[config.mk]
export PLATFORM = sky130hd
export DESIGN_NAME = re_shifter_pipe
export DESIGN_NICKNAME = d
export VERILOG_FILES = /design/src/rtl/re_shifter_pipe.sv
export SDC_FILE = /design/constraint.sdc
export NUM_CORES = 1
export LEC_CHECK = 0
export BUFFER_PORTS_ARGS = -buffer_cell sky130_fd_sc_hd__buf_2
export CAP_MARGIN = 20
export CORE_MARGIN = 2
export CORE_UTILIZATION = 60
export DETAILED_ROUTE_END_ITERATION = 8
export GPL_ROUTABILITY_DRIVEN = 0
export GPL_TIMING_DRIVEN = 1
export PLACE_DENSITY = 0.84
export SLEW_MARGIN = 10
export SYNTH_ARGS = -nofsm -noshare
export SYNTH_HDL_FRONTEND = slang
export SYNTH_SLANG_ARGS = --single-unit
[constraint.sdc]
create_clock -name clk -period 2.74 [get_ports clk]
set_input_delay 0.411 -clock clk [delete_from_list [all_inputs] [get_ports clk]]
set_output_delay 0.411 -clock clk [all_outputs]
set_load 0.02 [all_outputs]
[src/rtl/re_shifter_pipe.sv]
// rtl/re_shifter_pipe.sv - two-stage leading-one normaliser (k, m1, zero flag, tag) with valid/ready flow control
// Optional RE_SHIFTER_ROUND_EN: round m1 to nearest (half-up) with carry into k and saturation at the top.
module re_shifter_pipe #(
    parameter int NUM_WIDTH = 32,
    parameter int K_WIDTH   = $clog2(NUM_WIDTH),
    parameter int M1_WIDTH  = 8,
    parameter int TAG_WIDTH = 4
) (
    input  logic                 clk,
    input  logic                 rst,
    input  logic                 in_valid,
    output logic                 in_ready,
    input  logic [NUM_WIDTH-1:0] in_num,
    input  logic [TAG_WIDTH-1:0] in_tag,
    output logic                 out_valid,
    input  logic                 out_ready,
    output logic [K_WIDTH-1:0]   out_k,
    output logic [M1_WIDTH-1:0]  out_m1,
    output logic                 out_zero,
    output logic [TAG_WIDTH-1:0] out_tag
);

    localparam logic [K_WIDTH-1:0] K_MAX = K_WIDTH'(NUM_WIDTH - 1);

    logic                 v1;
    logic                 v2;
    logic [NUM_WIDTH-1:0] num1;
    logic [TAG_WIDTH-1:0] tag1;
    logic [K_WIDTH-1:0]   k1;
    logic                 zero1;

    logic                 s1_adv;
    logic                 s2_adv;
    logic [K_WIDTH-1:0]   enc_k;
    logic [K_WIDTH-1:0]   shamt;
    logic [K_WIDTH-1:0]   k_next;
    logic [M1_WIDTH-1:0]  m1_next;

    assign s2_adv    = !v2 || out_ready;
    assign s1_adv    = !v1 || s2_adv;
    assign in_ready  = s1_adv;
    assign out_valid = v2;

    // Highest set bit wins: later iterations overwrite lower indices.
    always_comb begin
        enc_k = '0;
        for (int i = 0; i < NUM_WIDTH; i++) begin
            if (in_num[i]) begin
                enc_k = K_WIDTH'(i);
            end
        end
    end

    assign shamt = K_MAX - k1;

`ifdef RE_SHIFTER_ROUND_EN
    logic [M1_WIDTH:0] tail;
    logic [M1_WIDTH:0] m1_sum;

    // Zero padding below num1 lets the field and its round bit run past bit 0.
    always_comb begin
        tail   = (M1_WIDTH+1)'(({num1, {(M1_WIDTH+1){1'b0}}} << shamt) >> (NUM_WIDTH - 1));
        m1_sum = {1'b0, tail[M1_WIDTH:1]} + (M1_WIDTH+1)'(tail[0]);
        k_next  = k1;
        m1_next = m1_sum[M1_WIDTH-1:0];
        if (m1_sum[M1_WIDTH]) begin
            if (k1 == K_MAX) begin
                m1_next = '1;
            end else begin
                k_next = k1 + 1'b1;
            end
        end
    end
`else
    always_comb begin
        k_next  = k1;
        m1_next = M1_WIDTH'(({num1, {M1_WIDTH{1'b0}}} << shamt) >> (NUM_WIDTH - 1));
    end
`endif

    always_ff @(posedge clk or posedge rst) begin
        if (rst) begin
            v1       <= 1'b0;
            v2       <= 1'b0;
            num1     <= '0;
            tag1     <= '0;
            k1       <= '0;
            zero1    <= 1'b0;
            out_k    <= '0;
            out_m1   <= '0;
            out_zero <= 1'b0;
            out_tag  <= '0;
        end else begin
            if (s1_adv) begin
                v1 <= in_valid;
                if (in_valid) begin
                    num1  <= in_num;
                    tag1  <= in_tag;
                    k1    <= enc_k;
                    zero1 <= ~|in_num;
                end
            end
            // Output data only changes when a new beat moves in, so it stays put under stall.
            if (s2_adv) begin
                v2 <= v1;
                if (v1) begin
                    out_k    <= k_next;
                    out_m1   <= m1_next;
                    out_zero <= zero1;
                    out_tag  <= tag1;
                end
            end
        end
    end

endmodule
Word-level counts from Yosys, hierarchy flattened
Cells that the tools add are included.
Word-level totals
  memories kept: 0
  RAM bits: 0
  logic and storage cells: 51
  latch bits: 0
  register bits after elaboration: 62
  ROM bits: 0
Cells by class
  divide/modulo/power cells: 0
  $lt $le $gt $ge: 0
  bitwise logic cells: 0
  eq/ne operators: 0
  multipliers: 0
  multiplexer cells: 31
  add/sub/neg operators: 1
  reduce and logical (&&, ||, !) cells: 8
  shift operators: 1
Operators by type and width (number)
  $mux W5: 29
  $shl A40 B5 Y39: 1
  $reduce_or A32 Y1: 1
  $sub A5 B5 Y5 const A: 1
  $reduce_and A2 Y1: 2
  $logic_not A1 Y1: 3
  $logic_or A1 B1 Y1: 2
  $mux W2: 1
  $mux W1: 1

Longest topological paths before layout
  depth in word-level cells: 31
  depth in mapped cells: 8
  mapped depth without buffers: 5

Least setup slack after synthesis
No wires, ideal clock.
  path kind: register -> register
  start: reg k1[0]
  end: reg out_m1[0]
  buffers on the path: 0
  setup slack: 0.965 ns
  period minus slack after synthesis: 1.775 ns
  cell stages (with the launch flop): 6
  setup time: 0.137 ns
  arrival: 1.638 ns
  data required time: 2.603 ns
  path through: dfrtp_1 mux4_1 mux2_2 and3_1 a311oi_1 a21oi_1
Between the ends
  longest elaborated chain between the ends: 2
Ends and longest elaborated chain
  start, declared: RTL line 29  | logic [K_WIDTH-1:0] k1;
  start signal, assigned: RTL line 99  | k1 <= enc_k;
  $sub A5 B5 Y5: RTL line 54  | assign shamt = K_MAX - k1;
  $shl A40 B5 Y39: RTL line 77  | m1_next = M1_WIDTH'(({num1, {M1_WIDTH{1'b0}}} << shamt) >> (NUM_WIDTH - 1));
  end signal, assigned: RTL line 108  | out_m1 <= m1_next;
  end, declared: RTL line 18  | output logic [M1_WIDTH-1:0] out_m1,
Every way passes these cells.
A chain may end at the register's enable or synchronous reset.

Worst setup path in the final report
  start: reg k1[1]
  end: reg out_m1[7]
The elaborated chain is that of the path after synthesis.

==> out/results.ini <==
[setup_path]
crit_buf_inv=1
r2r_cells=6
cp-end-kind=register
path_class=reg2reg
crit_cells=6
max_stage_delay_ns=0.76
r2r_start=k1[1]$_DFFE_PP0P_
endpoint=out_m1[7]$_DFFE_PP0P_
path_cells=buf_4 > mux2i_1 > mux4_2 > nor4_1 > a221oi_1 > o211ai_1
cp_max_fo=17
critPathLaunch=k1[1]$_DFFE_PP0P_
r2r_slack_ns=0.47
r2r_end=out_m1[7]$_DFFE_PP0P_
slowest_stage=dfrtp_1
cp_top_family=flip-flops
start_kind=register
critical_path_required_ns=2.94
worstPathArrival_ns=2.47

[synthesis]
syn_nets=437
synth_edf_count=0
synthTopCellsByArea=dfrtp_1 (41%), nand2_1 (14%), mux4_2 (12%)
asyncSetResetFlopFracSynth=1.00
ys_types=53
yosys_warnings=0
synth.cell_area_um2=3710
ys.flop_type=dfrtp_1
synth_top_cell_by_area=dfrtp_1
syn_area_per_cell_um2=9.35
netlist.area_leader.share=0.411
yosysSeqAreaShare=0.411
syn-instance-count=397
ys_ff_latch=61

[global_route]
grt_max_degree=44
grt_pass1_vias=3011
grt_overflow=0
track_usage=0.294
antenna_found_initial=0
grt_pass1_wl_um=14900

[clock_network]
worstSkewPairLatency_ns=0.34
tritoncts=yes
cts.repair.resized=0
clock-root-buffer=clkbuf_8
htreeDepth=3
hold_buffers=0
cts.clk_slew.worst_paths_ns=0.07
clkSinkCount=61
cts_post_setup_buffers_inserted=0
numCtsBuffers=9
cts_buffer_depth=2

[final_layout]
syn_to_final_growth_pct=14.4
drive_gt1_frac=0.239
final_area_um2=4250
fill_cells=442
diodes=0
num-nets-final=492
layout_common_cells=nand2_1 (136), dfrtp_1 (61), buf_2 (59)
final_common_cell=nand2_1

[sta]
hold_viol_final=0
setup_ws_ns=0.472
fmax_ghz=0.441
final-max-slew-violation-count=0
worst_pin_slew_ns=0.780
finalCritPeriodShare=0.828
setup_violations=0
rsz0062_at_grt=no
finalCriticalPeriod_ns=2.27
fin_tns_setup_ns=0
timing.slew.headroom=0.480
hold_slack_ns=0.0769
finClkSkew_ns=0.00772

[placement]
hpwl_um=6650
io_buffers=59
place_area_um2=4020
dp_slack_ns=0.555

[route]
viasPerCell=6.18
drc=0
wl_per_cell_um=17.2
wirelength_um=9160
postRouteAntennaNets=0
num_vias=3286
drtIter0Drc=329
first_pass_iters=5

[floorplanning]
die_y_um=82.7
fp-row-count=28
die_area_um2=6830
start_util=0.624
pin_count=60
core_um2=5960
die_w_um=82.7

[power_and_ir_drop]
cellLeakagePower_nw=2.10
power_density_nw_per_um2=669
vdd_drop_max_mv=0.430
total_power_mw=2.84

[job]
cap_viol_max_count=0

[worst_hold_path]
worstHoldPathType=in2async

[status]
status=finished, final reports clean

-- logic make-up after synthesis --
group	after synthesis	share of synthesized area
AOI/OAI and AO/OA	54	0.100
buffers and inverters	32	0.0475
DFF	61	0.411
muxes	47	0.205
and+or+nand+nor	203	0.236
-- worst min-delay path by stage --
stage	end	cells after the start	slack, ns	start
floorplan	out_tag[0]$_DFFE_PP0P_	2	0.44	tag1[0]$_DFFE_PP0P_
global placement	out_k[3]$_DFFE_PP0P_	2	0.45	rst
detailed placement	out_tag[2]$_DFFE_PP0P_	2	0.45	tag1[2]$_DFFE_PP0P_
CTS	out_tag[3]$_DFFE_PP0P_	2	0.09	rst
global route	out_k[3]$_DFFE_PP0P_	2	0.13	rst
finish	out_tag[3]$_DFFE_PP0P_	2	0.08	rst
-- synthesized netlist by cell type, types with 3 or more instances --
cell	count
nand2_1	136
dfrtp_1	61
nor2_1	22
mux4_2	20
mux2i_1	18
o21ai_0	13
clkbuf_1	9
nor3_1	8
inv_1	7
a21oi_1	6
nand4_1	6
nor4_1	6
buf_2	5
buf_1	4
buf_6	4
mux2_1	4
nand2b_1	4
nor3b_1	4
o211ai_1	4
a211o_1	3
a22oi_1	3
a31oi_1	3
mux2_2	3
nand3_1	3
o31ai_1	3
-- routing by layer --
metal	wire length, µm	GRT usage	vias up
met5	0	0	-
met2	4360	0.454	151
met4	199	0.128	0
met1	3990	0.411	1583
met3	608	0.0511	19
li1	-	-	1533
-- cell type report --
type	instances	area, µm²	area share
Inverter	8	30.0	0.00707
Tap cell	75	93.8	0.0221
Clock buffer	10	138	0.0324
Timing Repair Buffer	68	363	0.0854
Clock inverter	6	86.3	0.0203
Multi-Input combinational cell	304	2010	0.473
Sequential cell	61	1530	0.359
-- state kept, by name, indices dropped and copies added, names as in the netlist, 4 cells and up --
name / count
k1: 5
num1: 31
out_k: 5
out_m1: 8
out_tag: 4
tag1: 4
-- power by group --
| part | internal [mW] | switching [mW] | total, mW |
|---|---|---|---|
| Sequential | 1.04 | 0.135 | 1.17 |
| Combinational | 0.343 | 0.425 | 0.768 |
| Clock | 0.535 | 0.367 | 0.902 |
-- through the flow --
step,utilization,instances
3_5_place_dp,0.676,516
4_1_cts,0.713,532
6_report,0.713,532
3_3_place_gp,0.676,516
5_1_grt,0.713,532
2_1_floorplan,-,397
Note: power is estimated with default switching activity, not from simulation.
